<file path="config.mk">
export PLATFORM = sky130hd
export DESIGN_NAME = countdown_display
export DESIGN_NICKNAME = d
export VERILOG_FILES = /design/src/rtl/countdown_display_pkg.sv /design/src/rtl/countdown_display_bcd_to_seg.sv /design/src/rtl/countdown_display.sv
export SDC_FILE = /design/constraint.sdc
export NUM_CORES = 1
export LEC_CHECK = 0
export BUFFER_PORTS_ARGS = -buffer_cell sky130_fd_sc_hd__buf_2
export CAP_MARGIN = 20
export CORE_ASPECT_RATIO = 1.75
export CORE_UTILIZATION = 55
export DETAILED_ROUTE_END_ITERATION = 6
export PLACE_DENSITY = 0.75
export SLEW_MARGIN = 40
export SYNTH_ARGS = -nofsm -noshare
export SYNTH_HDL_FRONTEND = slang
export SYNTH_SLANG_ARGS = --single-unit
</file>
<file path="constraint.sdc">
create_clock -name clk -period 3.6 [get_ports clk]
set_clock_uncertainty 0.05 [all_clocks]
set_input_delay 1.08 -clock clk [delete_from_list [all_inputs] [get_ports clk]]
set_output_delay 1.08 -clock clk [all_outputs]
set_load 0.02 [all_outputs]
</file>
<file path="src/rtl/countdown_display_pkg.sv">
`default_nettype none
// ============================================================================
// Module      : countdown_display_pkg
// Description : Shared types and constants for the MM:SS countdown display:
//               FSM state encoding, BCD time record, seven-segment patterns
//               and the BCD time decrement helper.
// Revision    : 1.0 - initial release
// ============================================================================
package countdown_display_pkg;

    // Width of one BCD digit
    localparam int c_bcd_w = 4;

    // Countdown controller states
    typedef enum logic [1:0] {
        ST_IDLE  = 2'd0,
        ST_RUN   = 2'd1,
        ST_PAUSE = 2'd2,
        ST_DONE  = 2'd3
    } state_e;

    // MM:SS as four BCD digits, most significant first
    typedef struct packed {
        logic [c_bcd_w-1:0] m10;
        logic [c_bcd_w-1:0] m1;
        logic [c_bcd_w-1:0] s10;
        logic [c_bcd_w-1:0] s1;
    } bcd_time_t;

    // Active-low cathode patterns, bit order {g,f,e,d,c,b,a}
    localparam logic [6:0] c_seg_0     = 7'h40;
    localparam logic [6:0] c_seg_1     = 7'h79;
    localparam logic [6:0] c_seg_2     = 7'h24;
    localparam logic [6:0] c_seg_3     = 7'h30;
    localparam logic [6:0] c_seg_4     = 7'h19;
    localparam logic [6:0] c_seg_5     = 7'h12;
    localparam logic [6:0] c_seg_6     = 7'h02;
    localparam logic [6:0] c_seg_7     = 7'h78;
    localparam logic [6:0] c_seg_8     = 7'h00;
    localparam logic [6:0] c_seg_9     = 7'h10;
    localparam logic [6:0] c_seg_blank = 7'h7F;

    // One-second decrement with BCD borrows: seconds wrap to 59, minutes
    // ones wrap to 9. Callers only invoke this on a non-zero time; the
    // m10 guard keeps 00:00 from wrapping if that ever changes.
    function automatic bcd_time_t bcd_dec(input bcd_time_t t);
        bcd_time_t r;
        r = t;
        if (t.s1 != 4'd0) begin
            r.s1 = t.s1 - 4'd1;
        end else begin
            r.s1 = 4'd9;
            if (t.s10 != 4'd0) begin
                r.s10 = t.s10 - 4'd1;
            end else begin
                r.s10 = 4'd5;
                if (t.m1 != 4'd0) begin
                    r.m1 = t.m1 - 4'd1;
                end else begin
                    r.m1 = 4'd9;
                    if (t.m10 != 4'd0) begin
                        r.m10 = t.m10 - 4'd1;
                    end else begin
                        r = '0;
                    end
                end
            end
        end
        return r;
    endfunction

endpackage : countdown_display_pkg
`default_nettype wire

</file>
<file path="src/rtl/countdown_display_bcd_to_seg.sv">
`default_nettype none
// ============================================================================
// Module      : bcd_to_seg
// Description : Combinational BCD to active-low seven-segment decoder.
//               Codes 10-15 produce a blank digit.
// Revision    : 1.0 - initial release
// ============================================================================
module bcd_to_seg
    import countdown_display_pkg::*;
(
    input  logic [c_bcd_w-1:0] bcd_i,
    output logic [6:0]         seg_o
);

    // Pattern lookup; anything outside 0-9 is blanked
    always_comb begin
        seg_o = c_seg_blank;
        case (bcd_i)
            4'd0:    seg_o = c_seg_0;
            4'd1:    seg_o = c_seg_1;
            4'd2:    seg_o = c_seg_2;
            4'd3:    seg_o = c_seg_3;
            4'd4:    seg_o = c_seg_4;
            4'd5:    seg_o = c_seg_5;
            4'd6:    seg_o = c_seg_6;
            4'd7:    seg_o = c_seg_7;
            4'd8:    seg_o = c_seg_8;
            4'd9:    seg_o = c_seg_9;
            default: seg_o = c_seg_blank;
        endcase
    end

endmodule : bcd_to_seg
`default_nettype wire

</file>
<file path="src/rtl/countdown_display.sv">
`default_nettype none
// ============================================================================
// Module      : countdown_display
// Description : MM:SS game-clock countdown with 4-digit multiplexed
//               common-anode seven-segment output. Edge-detects the divider's
//               scan and 1 Hz levels in the master clock domain, runs an
//               IDLE/RUN/PAUSE/DONE controller and flags expiry.
//               Optional build macro COUNTDOWN_BLINK_EN: in DONE the anodes
//               are blanked while sec_clk_in is low (1 Hz blink).
// Revision    : 1.0 - initial release
// ============================================================================
module countdown_display
    import countdown_display_pkg::*;
#(
    parameter int START_MIN = 2,
    parameter int START_SEC = 0
) (
    input  logic       clk,
    input  logic       rst,
    input  logic       seg_clk_in,
    input  logic       sec_clk_in,
    input  logic       start,
    input  logic       pause,
    input  logic       load,
    output logic [6:0] seg,
    output logic       dp,
    output logic [3:0] an,
    output logic       time_up,
    output logic       running
);

    // Reload value as BCD digits
    localparam bcd_time_t c_start_time = bcd_time_t'({
        4'(START_MIN / 10), 4'(START_MIN % 10),
        4'(START_SEC / 10), 4'(START_SEC % 10)
    });

    // Index of the minutes-ones digit, which carries the MM.SS separator
    localparam logic [1:0] c_dp_digit = 2'd2;

    logic        seg_prev_q;
    logic        sec_prev_q;
    logic        w_scan_tick;
    logic        w_sec_tick;

    state_e      state_q;
    state_e      state_d;
    bcd_time_t   cnt_q;
    bcd_time_t   cnt_d;
    logic        time_up_q;
    logic        running_q;

    logic [1:0]          idx_q;
    logic [c_bcd_w-1:0]  w_digit;
    logic [6:0]          w_seg_pat;
    logic [3:0]          an_q;
    logic [6:0]          seg_q;
    logic                dp_q;
    logic                w_blank;

    // Previous level of both divider outputs for rising-edge detection
    always_ff @(posedge clk or negedge rst) begin
        if (!rst) begin
            seg_prev_q <= 1'b0;
            sec_prev_q <= 1'b0;
        end else begin
            seg_prev_q <= seg_clk_in;
            sec_prev_q <= sec_clk_in;
        end
    end

    // Levels come from the same clock domain, so no synchronizer is needed
    assign w_scan_tick = seg_clk_in & ~seg_prev_q;
    assign w_sec_tick  = sec_clk_in & ~sec_prev_q;

    // Controller next state and counter: load beats pause beats start
    always_comb begin
        state_d = state_q;
        cnt_d   = cnt_q;
        if (load) begin
            state_d = ST_IDLE;
            cnt_d   = c_start_time;
        end else if (pause && (state_q == ST_RUN)) begin
            state_d = ST_PAUSE;
        end else if (start && ((state_q == ST_IDLE) || (state_q == ST_PAUSE))) begin
            state_d = ST_RUN;
        end else if ((state_q == ST_RUN) && w_sec_tick) begin
            // Expiry is taken on the tick after the counter reaches 00:00
            if (cnt_q == '0) begin
                state_d = ST_DONE;
            end else begin
                cnt_d = bcd_dec(cnt_q);
            end
        end
    end

    // Controller state, counter and registered status flags
    always_ff @(posedge clk or negedge rst) begin
        if (!rst) begin
            state_q   <= ST_IDLE;
            cnt_q     <= c_start_time;
            time_up_q <= 1'b0;
            running_q <= 1'b0;
        end else begin
            state_q   <= state_d;
            cnt_q     <= cnt_d;
            time_up_q <= (state_d == ST_DONE);
            running_q <= (state_d == ST_RUN);
        end
    end

    // Select the digit addressed by the scan index, seconds ones first
    always_comb begin
        w_digit = cnt_q.s1;
        unique case (idx_q)
            2'd0: w_digit = cnt_q.s1;
            2'd1: w_digit = cnt_q.s10;
            2'd2: w_digit = cnt_q.m1;
            2'd3: w_digit = cnt_q.m10;
        endcase
    end

    bcd_to_seg u_bcd_to_seg (
        .bcd_i (w_digit),
        .seg_o (w_seg_pat)
    );

    // On each scan tick latch the current digit onto the display and advance
    always_ff @(posedge clk or negedge rst) begin
        if (!rst) begin
            idx_q <= 2'd0;
            an_q  <= 4'b1111;
            seg_q <= c_seg_blank;
            dp_q  <= 1'b1;
        end else if (w_scan_tick) begin
            idx_q <= idx_q + 2'd1;
            an_q  <= ~(4'b0001 << idx_q);
            seg_q <= w_seg_pat;
            dp_q  <= (idx_q != c_dp_digit);
        end
    end

`ifdef COUNTDOWN_BLINK_EN
    logic blank_q;

    // Blank the anodes during the low half of the 1 Hz clock once expired
    always_ff @(posedge clk or negedge rst) begin
        if (!rst) begin
            blank_q <= 1'b0;
        end else begin
            blank_q <= (state_q == ST_DONE) && !sec_clk_in;
        end
    end

    assign w_blank = blank_q;
`else
    assign w_blank = 1'b0;
`endif

    assign an      = an_q | {4{w_blank}};
    assign seg     = seg_q;
    assign dp      = dp_q;
    assign time_up = time_up_q;
    assign running = running_q;

endmodule : countdown_display
`default_nettype wire
</file>
==> results.cfg <==
[synth]
ys.warnings.count = 0
avgSynthCellArea_um2 = 9.64
synthFlopType = dfrtp_1
syn_area_um2 = 1980
yosysTopAreaCell = dfrtp_1
ys_top_cells_by_area = dfrtp_1, dfstp_2, ha_1, nor2_1, mux2i_1
synthArstFlopShare_pct = 100
ys_seq_elements = 35
synth-edff-count = 0
yosysSeqAreaShare_pct = 45.1
netlist.area_leader.share_pct = 29.1
synthDistinctLibCells = 40
syn-num-nets = 224
synth_common_cells = nor2_1, dfrtp_1, inv_1, nand2_1, o21ai_0
synth.most_common_cell = nor2_1
postSynthCellCount = 205

[power_and_ir_drop]
swShare_pct = 33.8
power.clock.fraction_pct = 25.9
pwr-share-comb_pct = 27.7
power_density_nw_per_um2 = 489
intPower_uw = 704
p_leak_uw = 0.000975
pwr-share-seq_pct = 46.5
finalPower_uw = 1060
p_switching_uw = 359
ir_worst_vdd_v = 0.000384

[sta]
tns_ps = 0
min_period_over_period_pct = 69.9
hold_viol_final = 0
worst_slew_pin_slew_ps = 768
fmax_ghz = 0.397
slew_viol_final = 0
setup_violations = 0
holdWs_ps = 418
max_slew_margin_pct = 47.3
rsz0062_at_grt = false
min_period_ps = 2520

[floorplan]
num_rows = 28
io_pins = 21
die_w_um = 47.3
core_area_um2 = 3400
start_util_pct = 58.1
die_height_um = 81.3
dieArea_um2 = 3850

[global_routing]
gr-usage-all-layers_pct = 24.7
grt.overflow.total = 0
antenna_found_initial = 0
grt_start_max_net_pins = 36
grt_pass1_vias = 1524
grt_pass1_wl_um = 6730

[cts]
path_clk_slew_ps = 70
clkSinkCount = 35
postCtsSetupBuffers = 0
cts_buffer_depth = 2
cts-root-buf = clkbuf_8
cts_buffers = 5
clock_latency_ps = 290
cts_htree_levels = 2
hold_buffers = 0
cts_tree = done
cts_resized = 0

[finish]
antennaDiodeCount = 0
multi_input_area_um2 = 980
syn_to_final_growth_pct = 10.1
fillerInstances = 300
design_area_um2 = 2170
seq_area_um2 = 891
nNetsFinal = 242
drive_gt1_share_pct = 20.1

[detailed_routing]
drt_iter0_markers = 48
avgRoutedWirePerCell_um = 14.9
avgViaCountPerCell = 5.75
drc = 0
ant_nets = 0
finalWirelength_um = 4010
dr_total_vias = 1548
drt_first_pass_iters = 4

[placed_design]
gp_congestion = 0.813
io_buffers = 20
dp_hpwl_um = 2950
placed_area_um2 = 2090

[setup_path]
cp-start-kind = flip-flop
crit_fanout = 7
r2r_start = cnt_q[12]
r2r_cells = 7
startpoint = cnt_q[12]
r2r_slack_ps = 1080
cp.required_ps = 3730
arrival_ps = 2650
path_class = flip-flop to flip-flop
crit_path_end_kind = flip-flop

[status]
status = finished, final reports clean

[worst_hold_path]
worstHoldPathType = flip-flop to flip-flop
holdPathStages = 2
hold_start = seg[6]

[run]
drv_cap = 0
==> registers in the layout, summed over array words and instances, names as in the netlist <==
name,cells
an,4
cnt_q,16
idx_q,2
running,1
sec_prev_q,1
seg,7
seg_prev_q,1
state_q,2
time_up,1
==> per-stage QoR <==
step                std cells  util, %  setup WS [ps]
floorplan                 205        -           1320
global route              269     64.0            843
global placement          261     61.4           1090
CTS                       269     63.9           1090
detailed placement        261     61.4            996
finish                    269     64.0           1080
==> worst max-delay path, stage by stage (launching register included) <==
cell	delay [ps]
dfrtp_1	440
inv_1	80
ha_1	200
nor3b_1	660
nand4_1	400
o21ai_0	310
nand2b_1	120
and2_1	150
==> worst paths after layout <==
kind	end
worst max-delay path	running
worst min-delay path	seg[6]
worst max register to register	running
worst min register to register	seg[6]
max in group asynchronous	cnt_q[9]
min in group asynchronous	cnt_q[3]
==> cell type report <==
class | count | area share (%)
Multi-Input combinational cell | 145 | 45.1
Inverter | 16 | 2.76
Sequential cell | 35 | 41.0
Timing Repair Buffer | 20 | 4.72
Clock inverter | 2 | 0.575
Clock buffer | 6 | 3.34
Tap cell | 45 | 2.59
==> placed cells by master, fill, tap and decap left out, drive strengths merged, types with 4 or more instances in the layout <==
master and instances:
a21oi 11, a222oi 4, a31oi 6, buf 20, clkbuf 6, dfrtp 23
dfstp 12, ha 12, inv 16, mux2i 7, nand2 14, nor2 25
nor2b 4, nor3 5, nor3b 4, o21ai 13
==> power by group through the flow <==
stage               Clock (uW)  Sequential [uW]  Combinational [uW]
finish                     275              494                 294
global route               303              504                 326
CTS                        283              495                 293
detailed placement           0              502                 290
global placement             0              497                 279
floorplan                    0              542                 168
==> kinds of logic after synthesis <==
family / synth area share (%)
AND/OR/NAND/NOR: 20.6
flip-flops: 45.1
AO/OA/AOI/OAI: 16.0
multiplexers: 4.12
XOR/XNOR: 1.33
buffers and inverters: 5.32
adder cells (fa/ha/maj): 7.60
==> layer usage <==
| layer | up-vias | track usage, % | part of all wire [%] |
|---|---|---|---|
| met3 | 13 | 5.56 | 3.5 |
| met5 | - | 0 | 0 |
| met2 | 38 | 42.1 | 56 |
| met4 | 0 | 13.4 | 2.9 |
| li1 | 763 | - | - |
| met1 | 734 | 26.6 | 38 |
No activity file was read; power rests on OpenSTA's default activity.
